[src/rtl/life_engine.sv]
// Game of Life engine for an 8x8 board: evaluates one cell per clock into a shadow
// board and commits it atomically, so the VGA renderer never sees a half-built generation.
module life_engine #(
  parameter int BIT_WIDTH      = 3,
  parameter int BIT_HEIGHT     = 3,
  parameter int FRAMES_PER_GEN = 60,
  parameter logic [(1 << (BIT_WIDTH + BIT_HEIGHT))-1:0] SEED = 64'h0000_0000_0000_1C00
) (
  input  logic                            clk,
  input  logic                            reset,
  input  logic                            run,
  input  logic                            load,
  input  logic                            vsync,
  input  logic [BIT_WIDTH+BIT_HEIGHT-1:0] rd_addr,
  output logic                            rd_cell,
  output logic                            busy,
  output logic [7:0]                      generation,
  output logic                            extinct
);

  localparam int AW   = BIT_WIDTH + BIT_HEIGHT;
  localparam int W    = 1 << BIT_WIDTH;
  localparam int H    = 1 << BIT_HEIGHT;
  localparam int SIZE = W * H;

  localparam logic [AW-1:0] LAST_IDX   = AW'(SIZE - 1);
  localparam logic [7:0]    LAST_FRAME = 8'(FRAMES_PER_GEN - 1);

  localparam logic [1:0] S_IDLE    = 2'd0;
  localparam logic [1:0] S_COMPUTE = 2'd1;
  localparam logic [1:0] S_COMMIT  = 2'd2;

  logic [SIZE-1:0] cur_q, cur_d;
  logic [SIZE-1:0] nxt_q, nxt_d;
  logic [AW-1:0]   idx_q, idx_d;
  logic [7:0]      frame_cnt_q, frame_cnt_d;
  logic [7:0]      gen_q, gen_d;
  logic [1:0]      state_q, state_d;
  logic            vsync_q;

  logic                  tick;
  logic                  start;
  logic [3:0]            nbr_cnt;
  logic                  new_cell;
  logic [BIT_HEIGHT-1:0] row;
  logic [BIT_WIDTH-1:0]  col;

  // Off-board coordinates read as dead, so row ends never wrap into the next row.
  function automatic logic cell_at(input logic [SIZE-1:0] b, input int r, input int c);
    logic [AW-1:0] k;
    if (r < 0 || r >= H || c < 0 || c >= W) return 1'b0;
    k = AW'(r * W + c);
    return b[k];
  endfunction

  assign row = idx_q[AW-1:BIT_WIDTH];
  assign col = idx_q[BIT_WIDTH-1:0];

  always_comb begin
    nbr_cnt = '0;
    for (int dr = -1; dr <= 1; dr++) begin
      for (int dc = -1; dc <= 1; dc++) begin
        if (dr != 0 || dc != 0)
          nbr_cnt = nbr_cnt + 4'(cell_at(cur_q, int'(row) + dr, int'(col) + dc));
      end
    end
  end

  assign new_cell = cur_q[idx_q] ? (nbr_cnt == 4'd2 || nbr_cnt == 4'd3) : (nbr_cnt == 4'd3);
  assign tick     = vsync & ~vsync_q;

  always_comb begin
    // NOTE: every signal gets a default up front so no path through this block infers a latch.
    start       = 1'b0;
    frame_cnt_d = frame_cnt_q;
    state_d     = state_q;
    idx_d       = idx_q;
    cur_d       = cur_q;
    nxt_d       = nxt_q;
    gen_d       = gen_q;

    if (tick && run) begin
      if (frame_cnt_q == LAST_FRAME) begin
        frame_cnt_d = '0;
        start       = 1'b1;
      end else begin
        frame_cnt_d = frame_cnt_q + 8'd1;
      end
    end

    // A start raised outside IDLE is simply lost.
    case (state_q)
      S_IDLE: begin
        if (start) begin
          idx_d   = '0;
          state_d = S_COMPUTE;
        end
      end
      S_COMPUTE: begin
        nxt_d[idx_q] = new_cell;
        idx_d        = idx_q + AW'(1);
        if (idx_q == LAST_IDX) state_d = S_COMMIT;
      end
      S_COMMIT: begin
        cur_d   = nxt_q;
        gen_d   = gen_q + 8'd1;
        state_d = S_IDLE;
      end
      default: state_d = S_IDLE;
    endcase

    // Reseed beats everything, aborting any computation without a commit.
    if (load) begin
      cur_d       = SEED;
      gen_d       = '0;
      frame_cnt_d = '0;
      idx_d       = '0;
      state_d     = S_IDLE;
    end
  end

  always_ff @(posedge clk or posedge reset) begin
    if (reset) begin
      cur_q       <= SEED;
      nxt_q       <= '0;
      idx_q       <= '0;
      frame_cnt_q <= '0;
      gen_q       <= '0;
      vsync_q     <= 1'b0;
      state_q     <= S_IDLE;
    end else begin
      // NOTE: non-blocking so every register samples the pre-edge values of the others.
      cur_q       <= cur_d;
      nxt_q       <= nxt_d;
      idx_q       <= idx_d;
      frame_cnt_q <= frame_cnt_d;
      gen_q       <= gen_d;
      vsync_q     <= vsync;
      state_q     <= state_d;
    end
  end

  assign rd_cell    = cur_q[rd_addr];
  assign busy       = (state_q != S_IDLE);
  assign generation = gen_q;
  assign extinct    = ~|cur_q;

endmodule

[config.mk]
export PLATFORM = sky130hd
export DESIGN_NAME = life_engine
export DESIGN_NICKNAME = d
export VERILOG_FILES = /design/src/rtl/life_engine.sv
export SDC_FILE = /design/constraint.sdc
export NUM_CORES = 1
export LEC_CHECK = 0
export ABC_AREA = 1
export CAP_MARGIN = 20
export CORE_MARGIN = 3
export CORE_UTILIZATION = 24
export DETAILED_ROUTE_END_ITERATION = 12
export GPL_ROUTABILITY_DRIVEN = 0
export SLEW_MARGIN = 10
export SYNTH_ARGS = -nofsm -noshare
export SYNTH_HDL_FRONTEND = slang
export SYNTH_SLANG_ARGS = --single-unit
[constraint.sdc]
create_clock -name clk -period 8.18 [get_ports clk]
set_clock_uncertainty 0.2 [all_clocks]
set_input_delay 1.636 -clock clk [delete_from_list [all_inputs] [get_ports clk]]
set_output_delay 1.636 -clock clk [all_outputs]
set_load 0.02 [all_outputs]
; ---- Word-level counts from Yosys, hierarchy flattened
; Index checks and enable logic that the tools add are counted.
; Widths: inputs -> output; s select.
[totals]
register_bits = 153
input_bits = 11
out_inout_bits = 11
wordCells = 157
[op_classes]
eq_ne = 8
n_mux = 64
n_addsub = 22
reduce_logical = 31
bitwise_logic = 2
magnitude_cmp = 23
[op_table]
columns = op, n
row1 = $mux 64, 2
row2 = $lt 6x7->1 const B, 10
row3 = $bwmux 64, 1
row4 = $reduce_or 64->1, 1
row5 = $bmux 1 s6, 10
row6 = $mux 8, 5
row7 = $mux 1, 38
row8 = $logic_or 1x1->1, 20
row9 = $add 6x4->6, 3
row10 = $add 6x5->6, 3
row11 = $add 4x1->4, 4
row12 = $add 8x1->8 const B, 2
row13 = $add 6x6->6, 2
row14 = $mux 6, 2
row15 = $pmux 6 s2, 1
row16 = $add 4x1->5 const B, 2
row17 = $ge 5x5->1 const B, 2
row18 = $lt 5x1->1 const B, 2
row19 = $add 3x1->4 const B, 2
row20 = $eq 4x2->1 const B, 2
row21 = $eq 8x6->1 const B, 1
row22 = $ge 3x4->1 const B, 2
row23 = $ge 4x4->1 const B, 2
row24 = $lt 4x1->1 const B, 2
row25 = other kinds (21), 29

; ---- Longest topological paths before layout
; Gate-level depths: netlist (run 1).
[depth]
depth_word = 18
depth_mapped = 27
depth_no_buf = 21

; ---- Worst setup path after synthesis (run 1)
; Ideal clock, no wire load.
[synth_timing]
kind = reg2reg
start = register idx_q[0]
end = register nxt_q[60]
path_stages_with_launch = 27
setup_time_ns = 0.066
synth_period_minus_slack_ns = 5.904
slack_ns = 2.276
arrival_time_ns = 5.638
required_time_ns = 7.914
path_buffers = 7
path_cell_list = dfrtp_1 > buf_6 > inv_4 > buf_4 > buf_4 > buf_6 > ha_1 > ha_1 > clkbuf_1 > inv_1 > fa_1 > xnor2_1 > xor2_1 > nand3b_1 > nand3_1 > fa_1 > fa_1 > inv_1 > fa_1 > ha_1 > fa_1 > nor2_1 > o21a_1 > buf_1 > buf_2 > nand3_1 > nand2_1
[synth_via]
elab_chain_cells = 17
word_cells_on_any_way = 83
cone_classes = 17 x add/sub / 8 x order compare / 2 x eq/ne / 38 x mux / 18 x reduce/logical
[synth_lines]
columns = element, line
row1 = from (decl), 35  ; logic [AW-1:0] idx_q, idx_d;
row2 = from (signal assigned), 135  ; idx_q <= idx_d;
row3 = "parallel branches: the longest is 16 deep, another holds $add 6x5->6", n/a
row4 = $bwmux 64 *, 100  ; nxt_d[idx_q] = new_cell;
row5 = to (signal assigned), 134  ; nxt_q <= nxt_d;
row6 = to (decl), 34  ; logic [SIZE-1:0] nxt_q, nxt_d;
; Mark *: on every way between the ends. The select of a mux whose other input is x is not followed.
; A chain may end at the register's enable or synchronous reset.

; ---- Worst setup path in the final report (run 1)
[layout_timing]
start = input rd_addr[0]
end = output rd_cell
[layout_via]
elab_chain_cells = 2
[layout_lines]
columns = element, line
row1 = from (decl), 14  ; input logic [BIT_WIDTH+BIT_HEIGHT-1:0] rd_addr,
row2 = $bmux 1 s6, 143  ; assign rd_cell = cur_q[rd_addr];
row3 = $mux 1 (not written as such), 143
row4 = to (decl), 15  ; output logic rd_cell,
; Every way passes these cells. The select of a mux whose other input is x is not followed.

==> results of run 1 <==
-- registers in the layout (all words and copies together) (netlist names) --
name	flops
cur_q	64
nxt_q	64
frame_cnt_q	8
generation	8
idx_q	6
state_q	2
vsync_q	1
-- cell families after synthesis --
family                   after synthesis  share of synthesized area (%)
AND/OR/NAND/NOR                      840                          37.85
AO/OA/AOI/OAI                        233                          11.97
buffers and inverters                230                          9.663
flip-flops                           153                          36.01
adder cells (fa/ha/maj)               25                          3.432
XOR/XNOR                              11                          1.081
-- worst max-delay path, cell delays in order --
cell                              delay, ps
sky130_fd_sc_hd__clkdlybuf4s50_1       1160
sky130_fd_sc_hd__inv_1                  730
sky130_fd_sc_hd__o21ai_0                340
sky130_fd_sc_hd__a21oi_1                 60
sky130_fd_sc_hd__o21ai_0                360
sky130_fd_sc_hd__nand2_1                 90
sky130_fd_sc_hd__nand3_1                100
sky130_fd_sc_hd__nand3_1                 70
sky130_fd_sc_hd__nand2_1                100
sky130_fd_sc_hd__clkdlybuf4s50_1        640
-- through the flow --
stage / setup WS [ps] / cell area, um^2 / std cells
finish: 1030 / 11810 / 2051
CTS: 1154 / 11810 / 2051
floorplan: 2228 / 10640 / 1492
global placement: 1246 / 11170 / 2018
global route: 770.7 / 11810 / 2051
detailed placement: 1166 / 11190 / 2019
-- synthesized netlist by cell type --
cell type / number
sky130_fd_sc_hd__nand2_1: 320
sky130_fd_sc_hd__nand3_1: 211
sky130_fd_sc_hd__nor2_1: 163
sky130_fd_sc_hd__o21ai_0: 156
sky130_fd_sc_hd__dfrtp_1: 150
sky130_fd_sc_hd__inv_1: 126
sky130_fd_sc_hd__nand3_2: 62
sky130_fd_sc_hd__clkbuf_1: 55
sky130_fd_sc_hd__nor3_1: 38
sky130_fd_sc_hd__o211ai_1: 33
sky130_fd_sc_hd__a21oi_1: 27
sky130_fd_sc_hd__ha_1: 18
sky130_fd_sc_hd__nor4_1: 17
sky130_fd_sc_hd__buf_2: 16
sky130_fd_sc_hd__nand4_1: 10
sky130_fd_sc_hd__inv_2: 8
sky130_fd_sc_hd__clkinv_1: 7
sky130_fd_sc_hd__fa_1: 7
sky130_fd_sc_hd__buf_12: 6
sky130_fd_sc_hd__buf_4: 6
sky130_fd_sc_hd__nand3b_1: 6
sky130_fd_sc_hd__xnor2_1: 6
sky130_fd_sc_hd__o21ai_1: 5
sky130_fd_sc_hd__o22ai_1: 5
sky130_fd_sc_hd__xor2_1: 4
sky130_fd_sc_hd__buf_6: 3
sky130_fd_sc_hd__dfstp_2: 3
sky130_fd_sc_hd__nor2_4: 3
sky130_fd_sc_hd__a211oi_1: 2
sky130_fd_sc_hd__buf_1: 2
sky130_fd_sc_hd__nand2_4: 2
sky130_fd_sc_hd__nor2_2: 2
sky130_fd_sc_hd__a22oi_1: 1
sky130_fd_sc_hd__and3_1: 1
sky130_fd_sc_hd__inv_4: 1
sky130_fd_sc_hd__nand2_2: 1
sky130_fd_sc_hd__nand2_8: 1
sky130_fd_sc_hd__nor2_8: 1
sky130_fd_sc_hd__nor3b_1: 1
sky130_fd_sc_hd__o21a_1: 1
sky130_fd_sc_hd__o21bai_1: 1
sky130_fd_sc_hd__o31ai_1: 1
sky130_fd_sc_hd__o32ai_1: 1
sky130_fd_sc_hd__or2_2: 1
sky130_fd_sc_hd__xor2_4: 1
-- area by class of cell --
| type | instances | area share, % |
|---|---|---|
| timing repair buffer | 30 | 2.416 |
| tap | 585 | 6.200 |
| clock buffer | 21 | 4.070 |
| multi-input combinational | 1109 | 49.11 |
| inverter | 142 | 4.578 |
| sequential | 153 | 32.47 |
| clock inverter | 11 | 1.155 |
-- per-layer routing --
layer | wire, um | track usage, % | share of wire (%) | vias to the layer above
li1 | - | - | - | 4889
met1 | 15270 | 19.95 | 44 | 4959
met2 | 15640 | 23.06 | 46 | 437
met3 | 2229 | 2.608 | 6.5 | 66
met4 | 1184 | 6.128 | 3.4 | 0
met5 | 0 | 0 | 0 | -
-- worst paths after layout --
kind / from / endpoint / slack [ps] / cells after the start
max: rd_addr[0] / rd_cell / 1030 / 10
min: nxt_q[26]$_DFFE_PP0P_ / nxt_q[26]$_DFFE_PP0P_ / 280 / 2
max reg2reg: idx_q[3]$_DFFE_PP0P_ / nxt_q[21]$_DFFE_PP0P_ / 1470 / 18
min reg2reg: nxt_q[26]$_DFFE_PP0P_ / nxt_q[26]$_DFFE_PP0P_ / 280 / 2
max in group asynchronous: reset / idx_q[0]$_DFFE_PP0P_ / 4710 / 3
min in group asynchronous: reset / cur_q[26]$_DFFE_PP0P_ / 1550 / 2
-- power by group --
group / switching, uW / internal (uW) / leakage (uW)
clock: 334 / 486 / 0.000296
combinational: 620 / 198 / 0.00279
sequential: 11.8 / 773 / 0.00212
==> flow_summary.toml, run 1 <==
[setup_path]
crit_fanout = 33
worst_ep_arrival_time_ps = 5310
setup.worst_path.start_class = "input port"
critical_path_rt_ps = 6340
path_class = "input port to primary output"
cp-end-kind = "primary output"

[yosys]
post-synth-top-area-fraction_pct = 35.27
mappedNetlistArea_um2 = 10640
synthDominantAreaCellType = "sky130_fd_sc_hd__dfrtp_1"
yosys_register_bits = 153
syn-num-nets = 1528
synthDistinctLibCells = 45
synth.yosys.seq_area_share_pct = 36.01
yosys-top-cells-area = "sky130_fd_sc_hd__dfrtp_1, sky130_fd_sc_hd__nand2_1, sky130_fd_sc_hd__nand3_1"
postSynthAreaPerCell_um2 = 7.134
syn-instance-count = 1492
yosysWarnings = 0

[timing]
worst-slew-pin-transition_ps = 1047
final.min_clock_period_ps = 7150
hold_vio_cnt_final = 0
final_min_period_over_clock_period_pct = 87.41
slew_headroom_pct = 29.98
fin_hold_ws_ps = 277.5
setup-tns-final_ps = 0
max_freq_mhz = 139.9
grt_setup_unrepaired = "no"
final-max-slew-violation-count = 0
setup_viol_count_final = 0

[die]
rows = 76
initial_core_util_pct = 24.49
floorplan.io_pins = 22
coreArea_um2 = 43460
fp.dieW_um = 216.6
die_y_um = 216.6
die_area_um2 = 46910

[final_layout]
final_net_count = 1489
areaGrowthSynthToFinish_pct = 10.92
layout.cells.most_common = "sky130_fd_sc_hd__nand2_1"
fillerInstances = 4745
utilization_pct = 27.17
multiInputGateArea_um2 = 5798
final_layout_size_suffix_gt1_share_pct = 9.004
insertedDiodeCount = 0
final-seq-area_um2 = 3834
most_used_cells_in_the_layout_excluding_fill_and_tap_cells = "sky130_fd_sc_hd__nand2_1, sky130_fd_sc_hd__nand3_1, sky130_fd_sc_hd__nor2_1"

[grt]
number_of_antenna_violations_at_the_first_check_in_global_routing = 0
maximum_number_of_pins_on_one_net_before_global_route_repair = 92
wire_length_of_the_first_global_routing_pass_um = 55340
tot_gr_track_use_pct = 14.70
grt_remaining_overflow = 0
via_count_of_the_first_global_routing_pass = 9820

[route]
ant_nets = 0
drt_first_iter_violations = 1015
firstDrtPassIters = 6
total_wire_length_after_detailed_routing_um = 34320
route.vias.total = 10350
post_drt_via_cell_ratio = 5.047
routed_wire_length_per_instance_um = 16.73
route.detailed.drc = 0

[pwr]
cellPowerDensity_nw_per_um2 = 205.2
ir_worst_vdd_v = 0.0002212
power_leakage_uw = 0.005204
report.power.total_uw = 2422

[job]
cap_viol_max_count = 0

[clock_tree]
clk_pin_slew_ps = 70
tritoncts_buffer_count = 17
ctsResizeCount = 0
cts_post_setup_buffers_inserted = 0
cts_hold_buffers = 0
cts_tree = "built"
clock-root-buffer = "sky130_fd_sc_hd__clkbuf_16"
worst_skew_pair.late_latency_ps = 430
clock_sink_count = 153
ctsLongestPathBuffers = 2
h_tree_lvl_count = 4

[outcome]
result_of_the_run = "completed"

[placed_design]
portbufs = 21
place_hpwl_um = 24080

[hold_path]
hp-class = "flop to flop"
Power figures use the tool's default switching activity.
==> inputs of run 2 (changes only) <==
--- a/config.mk
+++ b/config.mk
@@ -11,6 +11,9 @@
 export CORE_UTILIZATION = 24
 export DETAILED_ROUTE_END_ITERATION = 12
 export GPL_ROUTABILITY_DRIVEN = 0
+export GPL_TIMING_DRIVEN = 0
+export REMOVE_ABC_BUFFERS = 1
+export SETUP_SLACK_MARGIN = 0.3
 export SLEW_MARGIN = 10
 export SYNTH_ARGS = -nofsm -noshare
 export SYNTH_HDL_FRONTEND = slang
==> run 2 against run 1 <==
Wire length up 0.85%. Count of clock-buffer cells in the layout up 3. Combinational power up 3.2%. Sequential share of layout area down 0.13 points. Largest power group is now combinational cells. Largest cell class unchanged. Utilization up 0.13 points. Die area unchanged. Sequential power up 0.9%.
==> flow_summary.toml, run 2 (synthesized netlist as in run 1, its figures left out) <==
[timing]
final_min_period_over_clock_period_pct = 89.74
max_freq_mhz = 136.2
setup_viol_count_final = 0
final.min_clock_period_ps = 7341
setup-tns-final_ps = 0
grt_setup_unrepaired = "no"
worst-slew-pin-transition_ps = 1111
slew_headroom_pct = 25.73
hold_vio_cnt_final = 0
final-max-slew-violation-count = 0

[clock_tree]
cts_hold_buffers = 0
worst_skew_pair.late_latency_ps = 440
cts_post_setup_buffers_inserted = 0
clk_pin_slew_ps = 60
cts_tree = "built"
ctsLongestPathBuffers = 2
h_tree_lvl_count = 4
tritoncts_buffer_count = 17
clock_sink_count = 153
clock-root-buffer = "sky130_fd_sc_hd__clkbuf_16"

[grt]
number_of_antenna_violations_at_the_first_check_in_global_routing = 1
maximum_number_of_pins_on_one_net_before_global_route_repair = 99
grt_remaining_overflow = 0
tot_gr_track_use_pct = 14.79
via_count_of_the_first_global_routing_pass = 9751
wire_length_of_the_first_global_routing_pass_um = 55160

[die]
rows = 76
die_area_um2 = 46910
floorplan.io_pins = 22
fp.dieW_um = 216.6
initial_core_util_pct = 24.49
die_y_um = 216.6
coreArea_um2 = 43460

[final_layout]
top_regs = "cur_q (64), nxt_q (64)"
final_layout_size_suffix_gt1_share_pct = 8.874
areaGrowthSynthToFinish_pct = 11.45
most_used_cells_in_the_layout_excluding_fill_and_tap_cells = "sky130_fd_sc_hd__nand2_1, sky130_fd_sc_hd__nand3_1, sky130_fd_sc_hd__nor2_1"
post_layout_nonfiller_instances = 2050
final_net_count = 1488
insertedDiodeCount = 0
layout.cells.most_common = "sky130_fd_sc_hd__nand2_1"

[route]
route.vias.total = 10350
total_wire_length_after_detailed_routing_um = 34610
firstDrtPassIters = 5
drt_first_iter_violations = 995
post_drt_via_cell_ratio = 5.048
routed_wire_length_per_instance_um = 16.88
ant_nets = 0
route.detailed.drc = 0

[pwr]
power_leakage_uw = 0.005210
cellPowerDensity_nw_per_um2 = 205.0
ir_worst_vdd_v = 0.0002701

[setup_path]
path_class = "flop to flop"
crit_fanout = 62
setup.worst_path.start_class = "flop"
cp-end-kind = "flop"
critical_path_rt_ps = 8360
worst_ep_arrival_time_ps = 7520

[placed_design]
numPlacedInstances = 2017
place_hpwl_um = 23140
portbufs = 21

[job]
cap_viol_max_count = 0

[outcome]
result_of_the_run = "completed"

[hold_path]
hp-class = "flop to flop"
[run 2: cell count changes in the layout (fill, tap and decap cells not counted), sizes merged]
cell | previous run | this run
inv | 138 | 135
clkinv | 11 | 10
clkinvlp | 2 | 3
buf | 9 | 8
clkbuf | 21 | 24
[run 2: worst paths after layout]
| path | from | to | slack (ps) | cells after the start |
|---|---|---|---|---|
| worst max register to register | idx_q[0]$_DFFE_PP0P_ | nxt_q[30]$_DFFE_PP0P_ | 840 | 20 |
| worst min register to register | nxt_q[33]$_DFFE_PP0P_ | nxt_q[33]$_DFFE_PP0P_ | 280 | 2 |
| max in group asynchronous | reset | cur_q[39]$_DFFE_PP0P_ | 5520 | 3 |
| worst max-delay path | idx_q[0]$_DFFE_PP0P_ | nxt_q[30]$_DFFE_PP0P_ | 840 | 20 |
| min in group asynchronous | reset | generation[1]$_DFFE_PP0P_ | 1400 | 2 |
| worst min-delay path | nxt_q[33]$_DFFE_PP0P_ | nxt_q[33]$_DFFE_PP0P_ | 280 | 2 |
[run 2: worst max-delay path: stages (launching register included)]
cell and delay [ps]:
sky130_fd_sc_hd__dfrtp_4 640, sky130_fd_sc_hd__buf_12 260, sky130_fd_sc_hd__inv_4 490, sky130_fd_sc_hd__ha_2 700, sky130_fd_sc_hd__clkinv_2 570, sky130_fd_sc_hd__o211ai_1 460
sky130_fd_sc_hd__nand3_1 150, sky130_fd_sc_hd__nand3_1 110, sky130_fd_sc_hd__nand3b_1 90, sky130_fd_sc_hd__nand3_1 100, sky130_fd_sc_hd__fa_1 450, sky130_fd_sc_hd__fa_1 560
sky130_fd_sc_hd__inv_1 60, sky130_fd_sc_hd__fa_1 470, sky130_fd_sc_hd__ha_1 240, sky130_fd_sc_hd__fa_1 390, sky130_fd_sc_hd__nor2_1 140, sky130_fd_sc_hd__o21a_4 540
sky130_fd_sc_hd__buf_12 320, sky130_fd_sc_hd__nand3_2 110, sky130_fd_sc_hd__nand2_1 90
[run 2: area by class of cell]
class | instances | area [um^2]
fill | 4781 | 31590
multi-input combinational | 1109 | 5801
sequential | 153 | 3836
tap | 585 | 732.0
inverter | 142 | 546.8
clock buffer | 24 | 481.7
timing repair buffer | 29 | 367.9
clock inverter | 8 | 97.59
[run 2: per-stage QoR]
stage | cell area (um^2) | hold slack [ps] | util [%] | worst slack [ps] | power [uW]
after floorplan | 10150 | 249.0 | - | -1057 | 1374
final | 11860 | 278.9 | 27.30 | 839.3 | 2431
after CTS | 11850 | 281.8 | 27.26 | 435.3 | 2440
after global routing | 11860 | 295.8 | 27.30 | 408.0 | 2550
after global placement | 11090 | 266.0 | 25.53 | -3821 | 1600
after detailed placement | 11260 | 265.4 | 25.92 | -30.01 | 1643
[run 2: metal layers]
layer / up-vias / GRT usage (%) / wire length (um)
met5: - / 0 / 0
met1: 4998 / 20.29 / 15320
met2: 398 / 22.86 / 15370
met3: 67 / 2.636 / 2624
li1: 4886 / - / -
met4: 0 / 6.325 / 1298
[run 2: timing repair]
action	4_1_cts	5_1_grt
gates resized for setup	1	1
endpoints found under the setup margin	64	54
pin swaps	0	0
cloned	0	0
[run 2: report_power, final]
| group | switching [uW] | internal, uW |
|---|---|---|
| registers | 18.0 | 773 |
| clock network | 325 | 472 |
| logic | 638 | 206 |
